`config.mk`:
```
export PLATFORM = sky130hd
export DESIGN_NAME = ps2_pad_move_ctrl
export DESIGN_NICKNAME = d
export VERILOG_FILES = /design/src/rtl/ps2_pad_move_ctrl.sv
export SDC_FILE = /design/constraint.sdc
export NUM_CORES = 1
export LEC_CHECK = 0
export BUFFER_PORTS_ARGS = -buffer_cell sky130_fd_sc_hd__buf_2
export CORE_MARGIN = 5
export CORE_UTILIZATION = 55
export DETAILED_ROUTE_END_ITERATION = 7
export GPL_TIMING_DRIVEN = 0
export HOLD_SLACK_MARGIN = 0.05
export PLACE_DENSITY = 0.82
export SYNTH_ARGS = -nofsm -noshare
export SYNTH_HDL_FRONTEND = slang
export SYNTH_SLANG_ARGS = --single-unit
```
`constraint.sdc`:
```
create_clock -name sclk -period 3.55 [get_ports sclk]
set_input_delay 0.5325 -clock sclk [delete_from_list [all_inputs] [get_ports sclk]]
set_output_delay 0.5325 -clock sclk [all_outputs]
set_load 0.05 [all_outputs]
```
`src/rtl/ps2_pad_move_ctrl.sv`:
```
// ps2_pad_move_ctrl: turns latched PS/2 pad button samples into a sprite
// position (x_move, y_move) that updates once per video frame on the v_sync
// falling edge, with hold-to-accelerate, screen clamping, START recentre and
// a stale-input timeout.
module ps2_pad_move_ctrl #(
    parameter int X_MAX          = 576,
    parameter int Y_MAX          = 416,
    parameter int X_INIT         = 288,
    parameter int Y_INIT         = 208,
    parameter int STEP_SLOW      = 1,
    parameter int STEP_FAST      = 4,
    parameter int ACCEL_FRAMES   = 30,
    parameter int TIMEOUT_FRAMES = 8
) (
    input  logic        sclk,
    input  logic        rst_n,
    input  logic        btn_valid,
    input  logic [15:0] btn_data,
    input  logic        v_sync,
    output logic [9:0]  x_move,
    output logic [9:0]  y_move,
    output logic        moving
);

    localparam int AW = $clog2(ACCEL_FRAMES + 1);
    localparam int TW = $clog2(TIMEOUT_FRAMES + 1);

    localparam logic signed [10:0] X_MAX_S = 11'(X_MAX);
    localparam logic signed [10:0] Y_MAX_S = 11'(Y_MAX);

    typedef enum logic [1:0] {
        IDLE = 2'd0,
        SLOW = 2'd1,
        FAST = 2'd2
    } state_t;

    state_t        state, state_nxt;
    logic [15:0]   btn_latch, latch_nxt;
    logic          v_sync_d;
    logic          frame_tick;
    logic [AW-1:0] accel_cnt, accel_nxt;
    logic [TW-1:0] tmo_cnt, tmo_nxt;
    logic          release_now;
    logic [15:0]   pos_btn;
    logic          fsm_dx, fsm_dy, fsm_any;
    logic          p_up, p_down, p_left, p_right, p_start;
    logic signed [10:0] step_s, x_ext, y_ext;
    logic [9:0]    x_nxt, y_nxt;

    // Clamp an 11-bit signed candidate position into [0, maxv].
    function automatic logic [9:0] clamp(input logic signed [10:0] v,
                                         input logic signed [10:0] maxv);
        if (v < 0)
            return '0;
        else if (v > maxv)
            return maxv[9:0];
        else
            return v[9:0];
    endfunction

    assign frame_tick = v_sync_d & ~v_sync;

    // Button latch and stale-input timeout; a fresh sample always wins.
    always_comb begin
        latch_nxt   = btn_latch;
        tmo_nxt     = tmo_cnt;
        release_now = 1'b0;
        if (btn_valid) begin
            latch_nxt = btn_data;
            tmo_nxt   = '0;
        end else if (frame_tick && (tmo_cnt < TW'(TIMEOUT_FRAMES))) begin
            tmo_nxt = tmo_cnt + 1'b1;
        end
        if (frame_tick && !btn_valid && (tmo_nxt == TW'(TIMEOUT_FRAMES))) begin
            release_now = 1'b1;
            latch_nxt   = '1;
        end
    end

    // The forced release freezes the position on the frame the timeout is
    // reached; the speed FSM only sees the released latch on the next frame.
    assign pos_btn = release_now ? 16'hFFFF : btn_latch;

    // Direction decode (active-low buttons): FSM view and position view.
    always_comb begin
        fsm_dx  = btn_latch[7] ^ btn_latch[5];
        fsm_dy  = btn_latch[4] ^ btn_latch[6];
        fsm_any = fsm_dx | fsm_dy;
        p_start = ~pos_btn[3];
        p_up    = ~pos_btn[4] &  pos_btn[6];
        p_down  = ~pos_btn[6] &  pos_btn[4];
        p_right = ~pos_btn[5] &  pos_btn[7];
        p_left  = ~pos_btn[7] &  pos_btn[5];
    end

    // Speed FSM next state and acceleration counter, evaluated per frame.
    always_comb begin
        state_nxt = state;
        accel_nxt = accel_cnt;
        if (frame_tick) begin
            if (p_start) begin
                state_nxt = IDLE;
                accel_nxt = '0;
            end else begin
                case (state)
                    IDLE: begin
                        if (fsm_any) begin
                            state_nxt = SLOW;
                            accel_nxt = '0;
                        end
                    end
                    SLOW: begin
                        if (!fsm_any) begin
                            state_nxt = IDLE;
                        end else begin
                            accel_nxt = accel_cnt + 1'b1;
                            if (accel_nxt == AW'(ACCEL_FRAMES - 1))
                                state_nxt = FAST;
                        end
                    end
                    FAST: begin
                        if (!fsm_any)
                            state_nxt = IDLE;
                    end
                    default: state_nxt = IDLE;
                endcase
            end
        end
    end

    // Next position: step by current speed, clamp to screen, START recentres.
    always_comb begin
        step_s = (state == FAST) ? 11'(STEP_FAST) : 11'(STEP_SLOW);
        x_ext  = signed'({1'b0, x_move});
        y_ext  = signed'({1'b0, y_move});
        x_nxt  = x_move;
        y_nxt  = y_move;
        if (frame_tick) begin
            if (p_start) begin
                x_nxt = 10'(X_INIT);
                y_nxt = 10'(Y_INIT);
            end else begin
                if (p_right)
                    x_nxt = clamp(x_ext + step_s, X_MAX_S);
                else if (p_left)
                    x_nxt = clamp(x_ext - step_s, X_MAX_S);
                if (p_down)
                    y_nxt = clamp(y_ext + step_s, Y_MAX_S);
                else if (p_up)
                    y_nxt = clamp(y_ext - step_s, Y_MAX_S);
            end
        end
    end

    // State register for FSM, counters, latch and sync edge detector.
    always_ff @(posedge sclk or negedge rst_n) begin
        if (!rst_n) begin
            state     <= IDLE;
            accel_cnt <= '0;
            tmo_cnt   <= '0;
            btn_latch <= 16'hFFFF;
            v_sync_d  <= 1'b1;
        end else begin
            state     <= state_nxt;
            accel_cnt <= accel_nxt;
            tmo_cnt   <= tmo_nxt;
            btn_latch <= latch_nxt;
            v_sync_d  <= v_sync;
        end
    end

    // Registered outputs.
    always_ff @(posedge sclk or negedge rst_n) begin
        if (!rst_n) begin
            x_move <= 10'(X_INIT);
            y_move <= 10'(Y_INIT);
            moving <= 1'b0;
        end else begin
            x_move <= x_nxt;
            y_move <= y_nxt;
            moving <= (state_nxt != IDLE);
        end
    end

endmodule

```
Yosys cells after proc, flatten, opt, wreduce, memory -nomap -nowiden

Index checks and enable logic that the tools add are counted.

Register bits after elaboration: 41
Output and inout port bits: 21
Logic and storage cells: 87

Add/subtract/negate cells: 6
Order comparisons: 9
Equality and inequality tests: 9
Mux-type cells: 32
Bitwise logic cells: 13
Reduce and logical (&&, ||, !) cells: 10

Operators with widths:

| cell                   | count |
|---|---|
| $mux W10               | 14 |
| $lt A11 B1 Y1 const B  | 4 |
| $mux W8                | 3 |
| $add A10 B3 Y11        | 2 |
| $gt A11 B10 Y1 const B | 2 |
| $gt A11 B11 Y1 const B | 2 |
| $sub A10 B3 Y11        | 2 |
| $mux W5                | 3 |
| $mux W2                | 6 |
| $pmux W5 S2            | 1 |
| $ne A3 B1 Y1 const B   | 3 |
| $mux W4                | 2 |
| $ne A3 B3 Y1 const B   | 2 |
| $pmux W2 S3            | 1 |
| $add A5 B1 Y5 const B  | 1 |
| $and A1 B1 Y1          | 5 |
| $eq A5 B5 Y1 const B   | 1 |
| $not A1 Y1             | 5 |
| $add A4 B1 Y4 const B  | 1 |
| $eq A4 B4 Y1 const B   | 1 |
| $lt A4 B4 Y1 const B   | 1 |
| $reduce_and A2 Y1      | 2 |
| $reduce_and A4 Y1      | 1 |
| $reduce_bool A2 Y1     | 2 |
| other kinds (9)        | 12 |

Longest topological paths before layout

Gate-level depths: netlist of the first run.

Depth after elaboration: 14
Depth in mapped cells: 12
Mapped depth without buffers: 10

Worst setup path after synthesis of the first run

Ideal clock, no wire load.

Path kind: register to register
Start point: register state[0]
End point: register y_move[8]
Library setup time: 124 ps
Arrival time: 2749 ps
Data required time: 3426 ps
Path slack: 677 ps
Cell stages (with the launch flop): 13
Path buffers: 3
Clock period less this slack: 2873 ps
Cell sequence: dfrtp_1 -> nand2b_1 -> ha_1 -> buf_6 -> and3b_1 -> or2_1 -> buf_6 -> and3_4 -> buf_6 -> and3b_4 -> a211oi_4 -> a21oi_1 -> a211o_1

Longest elaborated chain between the ends: 9
Elaborated cells on any way between the ends: 15

Ends and longest elaborated chain:

| what                   | RTL line | source |
|---|---|---|
| from (decl)            | 37       | `state_t state, state_nxt;` |
| from (signal assigned) | 164      | `state <= state_nxt;` |
| $eq A2 B2 Y1 *         | 133      | `step_s = (state == FAST) ? 11'(STEP_FAST) : 11'(STEP_SLOW);` |
| $mux W3 *              | 133      |  |
| $sub A10 B3 Y11        | 150      | `y_nxt = clamp(y_ext - step_s, Y_MAX_S);` |
| $gt A11 B10 Y1         | 55       | `else if (v > maxv)` |
| $mux W10               | 55       |  |
| $mux W10               | 53       | `if (v < 0)` |
| $mux W10               | 149      | `else if (p_up)` |
| $mux W10 *             | 147      | `if (p_down)` |
| $mux W10 *             | 139      | `if (p_start) begin` |
| to (signal assigned)   | 176      | `y_move <= 10'(Y_INIT);` |
| to (signal assigned)   | 180      | `y_move <= y_nxt;` |
| to (decl)              | 21       | `output logic [9:0] y_move,` |

Every way passes the cells marked *; elsewhere a longest branch is shown, timed or not. The select of a mux whose other input is x is not followed.
A chain may end at the register's enable or synchronous reset.

Worst setup path after layout of the first run

Start point: register state[0]
End point: register y_move[2]

The elaborated chain is that of the path after synthesis.

==> flow_summary.toml, run 1 <==
[routing]
drtIter0Drc = 382
wl_per_cell_microns = 16.7
drtAntennaViolNets = 0
dr.pass1.iters = 6
drc = 0
finalWirelength_mm = 9.03
via_per_inst = 6.40
via_count = 3460

[place]
hpwl_mm = 6.73
place_congestion = 0.945
portBuffers = 29
place_ws_ns = 0.234

[critical_path]
crit_required_ns = 3.74
rrSetupSlack_ns = 0.22
cpPeakStageDelay_ns = 0.44
path_buf_inv = 4
crit_type = "reg -> reg"
worstSetupStartpointType = "flip-flop"
arrival_ns = 3.51
cp_top_family = "simple AND/OR/NAND/NOR gates"
cp-end-kind = "flip-flop"
r2r_cells = 13
cp_slowest_cell = "dfrtp_1"
path_max_fanout = 10
r2r_end = "y_move[2]"
r2r-start = "state[0]"
cpMostUsedCell = "buf_6"
path_cells = "nand2b_1 > ha_1 > buf_6 > and3b_1 > or2_1 > buf_6 > and3_4 > buf_6 > a311oi_2 > a211oi_4 > buf_4 > a311oi_1 > o31ai_1"

[finish]
n_antenna_cell = 0
area_delta_synth_final_pct = 10.5
layout.nets = 498
final_layout_size_suffix_gt1_frac = 0.183

[power]
clock_power_share = 0.165
power_density_nw_per_um2 = 602
p_leak_nw = 1.56
power_w = 0.00235
p_int_w = 0.00119
swShare = 0.495
p_comb_frac = 0.568
seqPwrFrac = 0.267
ir_drop_v = 0.000399
switchingPower_w = 0.00116

[timing]
rsz0062_at_grt = "no"
finalSetupTns_ns = 0
whs_ns = 0.340
worst_slack_ns = 0.223
fmax_ghz = 0.301
maxSlewHeadroom = 0.308
finalHoldViolations = 0
worst_pin_slew_ns = 1.03
fin_crit_ns = 3.33
finalMaxSlewViolations = 0
skew_ns = 0.00429
fin_crit_sh = 0.937
setup_violations = 0

[clocking]
worst_skew_pair.late_latency_ns = 0.30
cts_sinks = 38
htree_levels = 2
ctsRootBufferMaster = "clkbuf_8"
cts_tree = "built"
clockBufferDepth = 2
holdBufCountCts = 0
clkTransAtPathRegs_ns = 0.09
cts-buffers-inserted = 5

[yosys]
netlist_top_cells_area = "dfrtp_1 19%, dfstp_2 8.2%, ha_1 5.3%"
netlist_instances = 426
synth_xor_area_frac = 0.0645
synth_top_area_frac = 0.191
syn-num-nets = 461
synth_seq_cells = 38
ys_warn_count = 0
synth_ff_type = "dfrtp_1"
synthAdderAreaFrac = 0.0532
ys_seq_area_frac = 0.273
muxShareOfSynthArea = 0.0238
synth_compound_area_frac = 0.279
synth_edf_count = 0
synth_top_family_by_area = "compound AO/OA/AOI/OAI gates"
yosysTopAreaCell = "dfrtp_1"
synthArstFlopShare = 1.00
syn_area_per_cell_sq_um = 8.29
synth_simple_gate_area_frac = 0.251
synth_area_sq_um = 3530
synth_cell_type_count = 78

[floorplanning]
start_util = 0.559
coreArea_sq_um = 6310
die_w_microns = 90.1
dieArea_sq_um = 8120
ioPinCount = 41
rows = 29
die_y_microns = 90.1

[grt]
grt_pass1_wl_mm = 15.6
grt_pass1_vias = 3220
antenna_found_initial = 0
gr-total-overflow = 0
grt_usage = 0.222
grt_max_degree = 39

[outcome]
outcome = "finished clean"

[run]
drv_cap = 0

[min_path]
hold_class = "in -> async"
==> stage by stage <==
stage	instances	utilization	area, sq um
floorplan	426	-	3530
global placement	532	0.597	3770
detailed placement	532	0.597	3770
CTS	540	0.615	3880
global route	541	0.618	3900
finish	541	0.618	3900
==> metal layers <==
layer  global-route usage  routed length (microns)
met1                0.316                     4120
met2                0.343                     4140
met3               0.0392                      609
met4               0.0682                      159
met5                    0                        0
==> synth_stat cells, types with 3 or more instances <==
library cell / instances
a32oi_1: 5
nand2_1: 47
a21boi_0: 3
nor3_1: 9
ha_1: 15
and4_1: 3
o31a_1: 3
and2_1: 4
dfstp_2: 11
o21bai_1: 3
xnor2_1: 16
a211oi_1: 3
clkbuf_1: 10
nor2b_1: 11
nand3_1: 21
xor2_1: 10
a41oi_1: 3
nor2_1: 29
o31ai_1: 6
a21oi_1: 22
and3b_1: 3
or4_1: 5
buf_6: 4
nand2b_1: 12
a211o_1: 3
a221oi_1: 3
a311oi_1: 3
nand4_1: 3
inv_1: 19
dfrtp_1: 27
buf_2: 8
mux2i_1: 5
o211ai_1: 6
o21ai_0: 27
o21a_1: 3
or3_1: 4
a31oi_1: 9
==> repair_timing <==
action | 4_1_cts | 5_1_grt
gates resized for setup | 0 | 2
setup buffers | 0 | 1
setup endpoints to repair | 0 | 7
hold endpoints to repair | 0 | 0
==> worst max-delay path by stage <==
stage	slack, ns	cells past startpoint	to	startpoint
finish	0.22	13	y_move[2]	state[0]
global route	0.03	10	x_move[5]	state[0]
CTS	0.23	11	y_move[5]	state[0]
detailed placement	0.23	11	y_move[5]	state[0]
global placement	0.30	11	y_move[8]	state[0]
floorplan	0.68	12	y_move[8]	state[0]
==> placed cells by master (no fill, tap or decap), types with 9 or more instances in the layout <==
cell,n
a21oi_1,22
a31oi_1,9
buf_2,37
clkbuf_1,10
dfrtp_1,27
dfstp_2,11
ha_1,15
inv_1,19
nand2_1,47
nand2b_1,12
nand3_1,21
nor2_1,29
nor2b_1,10
nor3_1,9
o21ai_0,27
xnor2_1,16
xor2_1,10
==> registers in the layout (all words and copies together), names as in the netlist <==
| signal | cells |
|---|---|
| btn_latch | 5 |
| accel_cnt | 5 |
| tmo_cnt | 4 |
| v_sync_d | 1 |
| state | 2 |
| x_move | 10 |
| moving | 1 |
| y_move | 10 |
==> logic make-up (layout without fill, tap and decap cells) <==
group | Yosys count | count (layout)
xor+xnor | 26 | 26
compound gates | 132 | 132
mux | 7 | 7
simple gates | 167 | 167
buf+inv | 41 | 79
fa+ha+maj | 15 | 15
flops | 38 | 38
==> final cells by class <==
cell class,instances,area (sq um)
Clock inverter,3,45.0
Sequential cell,38,965
Multi-Input combinational cell,347,2380
Inverter,19,71.3
Timing Repair Buffer,30,153
Fill cell,556,2410
Tap cell,77,96.3
Clock buffer,5,68.8
Buffer,22,123
==> power by group through the flow <==
stage / Sequential, W / Clock (W) / Combinational [W]
after global routing: 0.000641 / 0.000413 / 0.00147
after global placement: 0.000628 / 0 / 0.00128
final: 0.000626 / 0.000388 / 0.00133
after floorplan: 0.000850 / 0 / 0.000805
after detailed placement: 0.000632 / 0 / 0.00131
after CTS: 0.000624 / 0.000393 / 0.00131
Power figures use the tool's default switching activity.
==> run 2, diff against run 1 <==
MAX_ROUTING_LAYER = met4   (was default)
==> flow_summary.toml, run 2 (same netlist as run 1, synthesis figures left out) <==
[routing]
via_per_inst = 6.48
drtAntennaViolNets = 0
drtIter0Drc = 383
via_count = 3505
wl_per_cell_microns = 16.9
drc = 0
dr.pass1.iters = 5
finalWirelength_mm = 9.16

[power]
power_density_nw_per_um2 = 603
ir_drop_v = 0.000508
p_leak_nw = 1.56

[place]
hpwl_mm = 6.81
place_congestion = 0.960
portBuffers = 29
dp_cells = 532
placed_area_sq_um = 3770
place_ws_ns = 0.241

[min_path]
hold_class = "in -> async"

[timing]
rsz0062_at_grt = "no"
skew_ns = 0.00986
fin_crit_sh = 0.946
maxSlewHeadroom = 0.291
fmax_ghz = 0.298
finalMaxSlewViolations = 0
worst_slack_ns = 0.191
finalSetupTns_ns = 0
setup_violations = 0
fin_crit_ns = 3.36
finalHoldViolations = 0
worst_pin_slew_ns = 1.05

[finish]
layoutNonFillerInstCount = 541
layout_common_cells = "47 x nand2_1, 37 x buf_2, 29 x nor2_1"
final_layout_size_suffix_gt1_frac = 0.179
top_regs = "x_move x10, y_move x10"
utilization = 0.617
area_delta_synth_final_pct = 10.3
n_antenna_cell = 0
layout.nets = 498
design_area_sq_um = 3890
mostFrequentLayoutCell = "nand2_1"
fillers = 572

[clocking]
cts_resized = 0
htree_levels = 2
cts-buffers-inserted = 5
clkTransAtPathRegs_ns = 0.09
clockBufferDepth = 2
ctsRootBufferMaster = "clkbuf_8"
cts_tree = "built"
worst_skew_pair.late_latency_ns = 0.30
cts_sinks = 38

[grt]
grt_pass1_wl_mm = 15.5
gr-total-overflow = 0
grt_usage = 0.227
grt_pass1_vias = 3200
grt_max_degree = 39
antenna_found_initial = 0

[floorplanning]
rows = 29
die_y_microns = 90.1
dieArea_sq_um = 8120
ioPinCount = 41
die_w_microns = 90.1
coreArea_sq_um = 6310
start_util = 0.559

[critical_path]
crit_required_ns = 3.73
worstSetupStartpointType = "flip-flop"
path_max_fanout = 10
crit_type = "reg -> reg"
arrival_ns = 3.54
cp-end-kind = "flip-flop"

[outcome]
outcome = "finished clean"

[run]
drv_cap = 0
## run 2: cell count changes in the layout (fill, tap and decap cells not counted)
cell     delta
nor2b_1     +1
nor2b_2     -1
nor3b_1     +1
nor3b_2     -1
## run 2: worst max-delay path, stage by stage, from the launching register on
cell	delay (ns)
dfrtp_1	0.43
nand2b_1	0.32
ha_1	0.37
buf_6	0.14
and3b_1	0.21
or2_1	0.22
buf_6	0.13
a311oi_1	0.33
a311oi_2	0.13
a211oi_4	0.52
a21oi_1	0.13
a211o_1	0.30
## run 2: cell type report
cell class	instances	area, sq um	share of cell area
multi-input combinational	347	2370	0.609
sequential	38	965	0.248
timing repair buffer	30	153	0.0392
buffer	22	123	0.0315
tap	77	96.3	0.0248
inverter	19	71.3	0.0183
clock buffer	5	68.8	0.0177
clock inverter	3	45.0	0.0116
## run 2: timing repair
action,in CTS,in global routing
setup buffers,0,1
hold buffers,0,0
endpoints found under the setup margin,0,3
## run 2: through the flow
step / power, W / hold slack, ns
after floorplan: 0.00165 / 0.237
final: 0.00235 / 0.329
after CTS: 0.00234 / 0.346
after global routing: 0.00250 / 0.350
after detailed placement: 0.00195 / 0.532
after global placement: 0.00191 / 0.513
## run 2: report_power, final
group          total [W]  leakage [nW]  internal [W]  switching, W
Clock           0.000384        0.0504      0.000209      0.000175
Combinational    0.00134          1.03      0.000442      0.000897
Sequential      0.000626         0.479      0.000533     0.0000930
Total            0.00235          1.56       0.00118       0.00116
## run 2: per-layer routing
layer  routed length (microns)  global-route usage
met2                      4290               0.347
met5                         0                   -
met3                       661              0.0434
met1                      4090               0.312
met4                       119              0.0558
## run 2: path summary, 6_finish.rpt
check / from / endpoint / slack [ns] / cells past startpoint
max in group asynchronous: rst_n / y_move[9] / 2.67 / 1
min reg2reg: btn_latch[5] / btn_latch[5] / 0.55 / 2
max reg2reg: state[0] / y_move[5] / 0.19 / 11
max: state[0] / y_move[5] / 0.19 / 11
min in group sclk: v_sync / v_sync_d / 0.35 / 1
min: rst_n / x_move[7] / 0.33 / 1
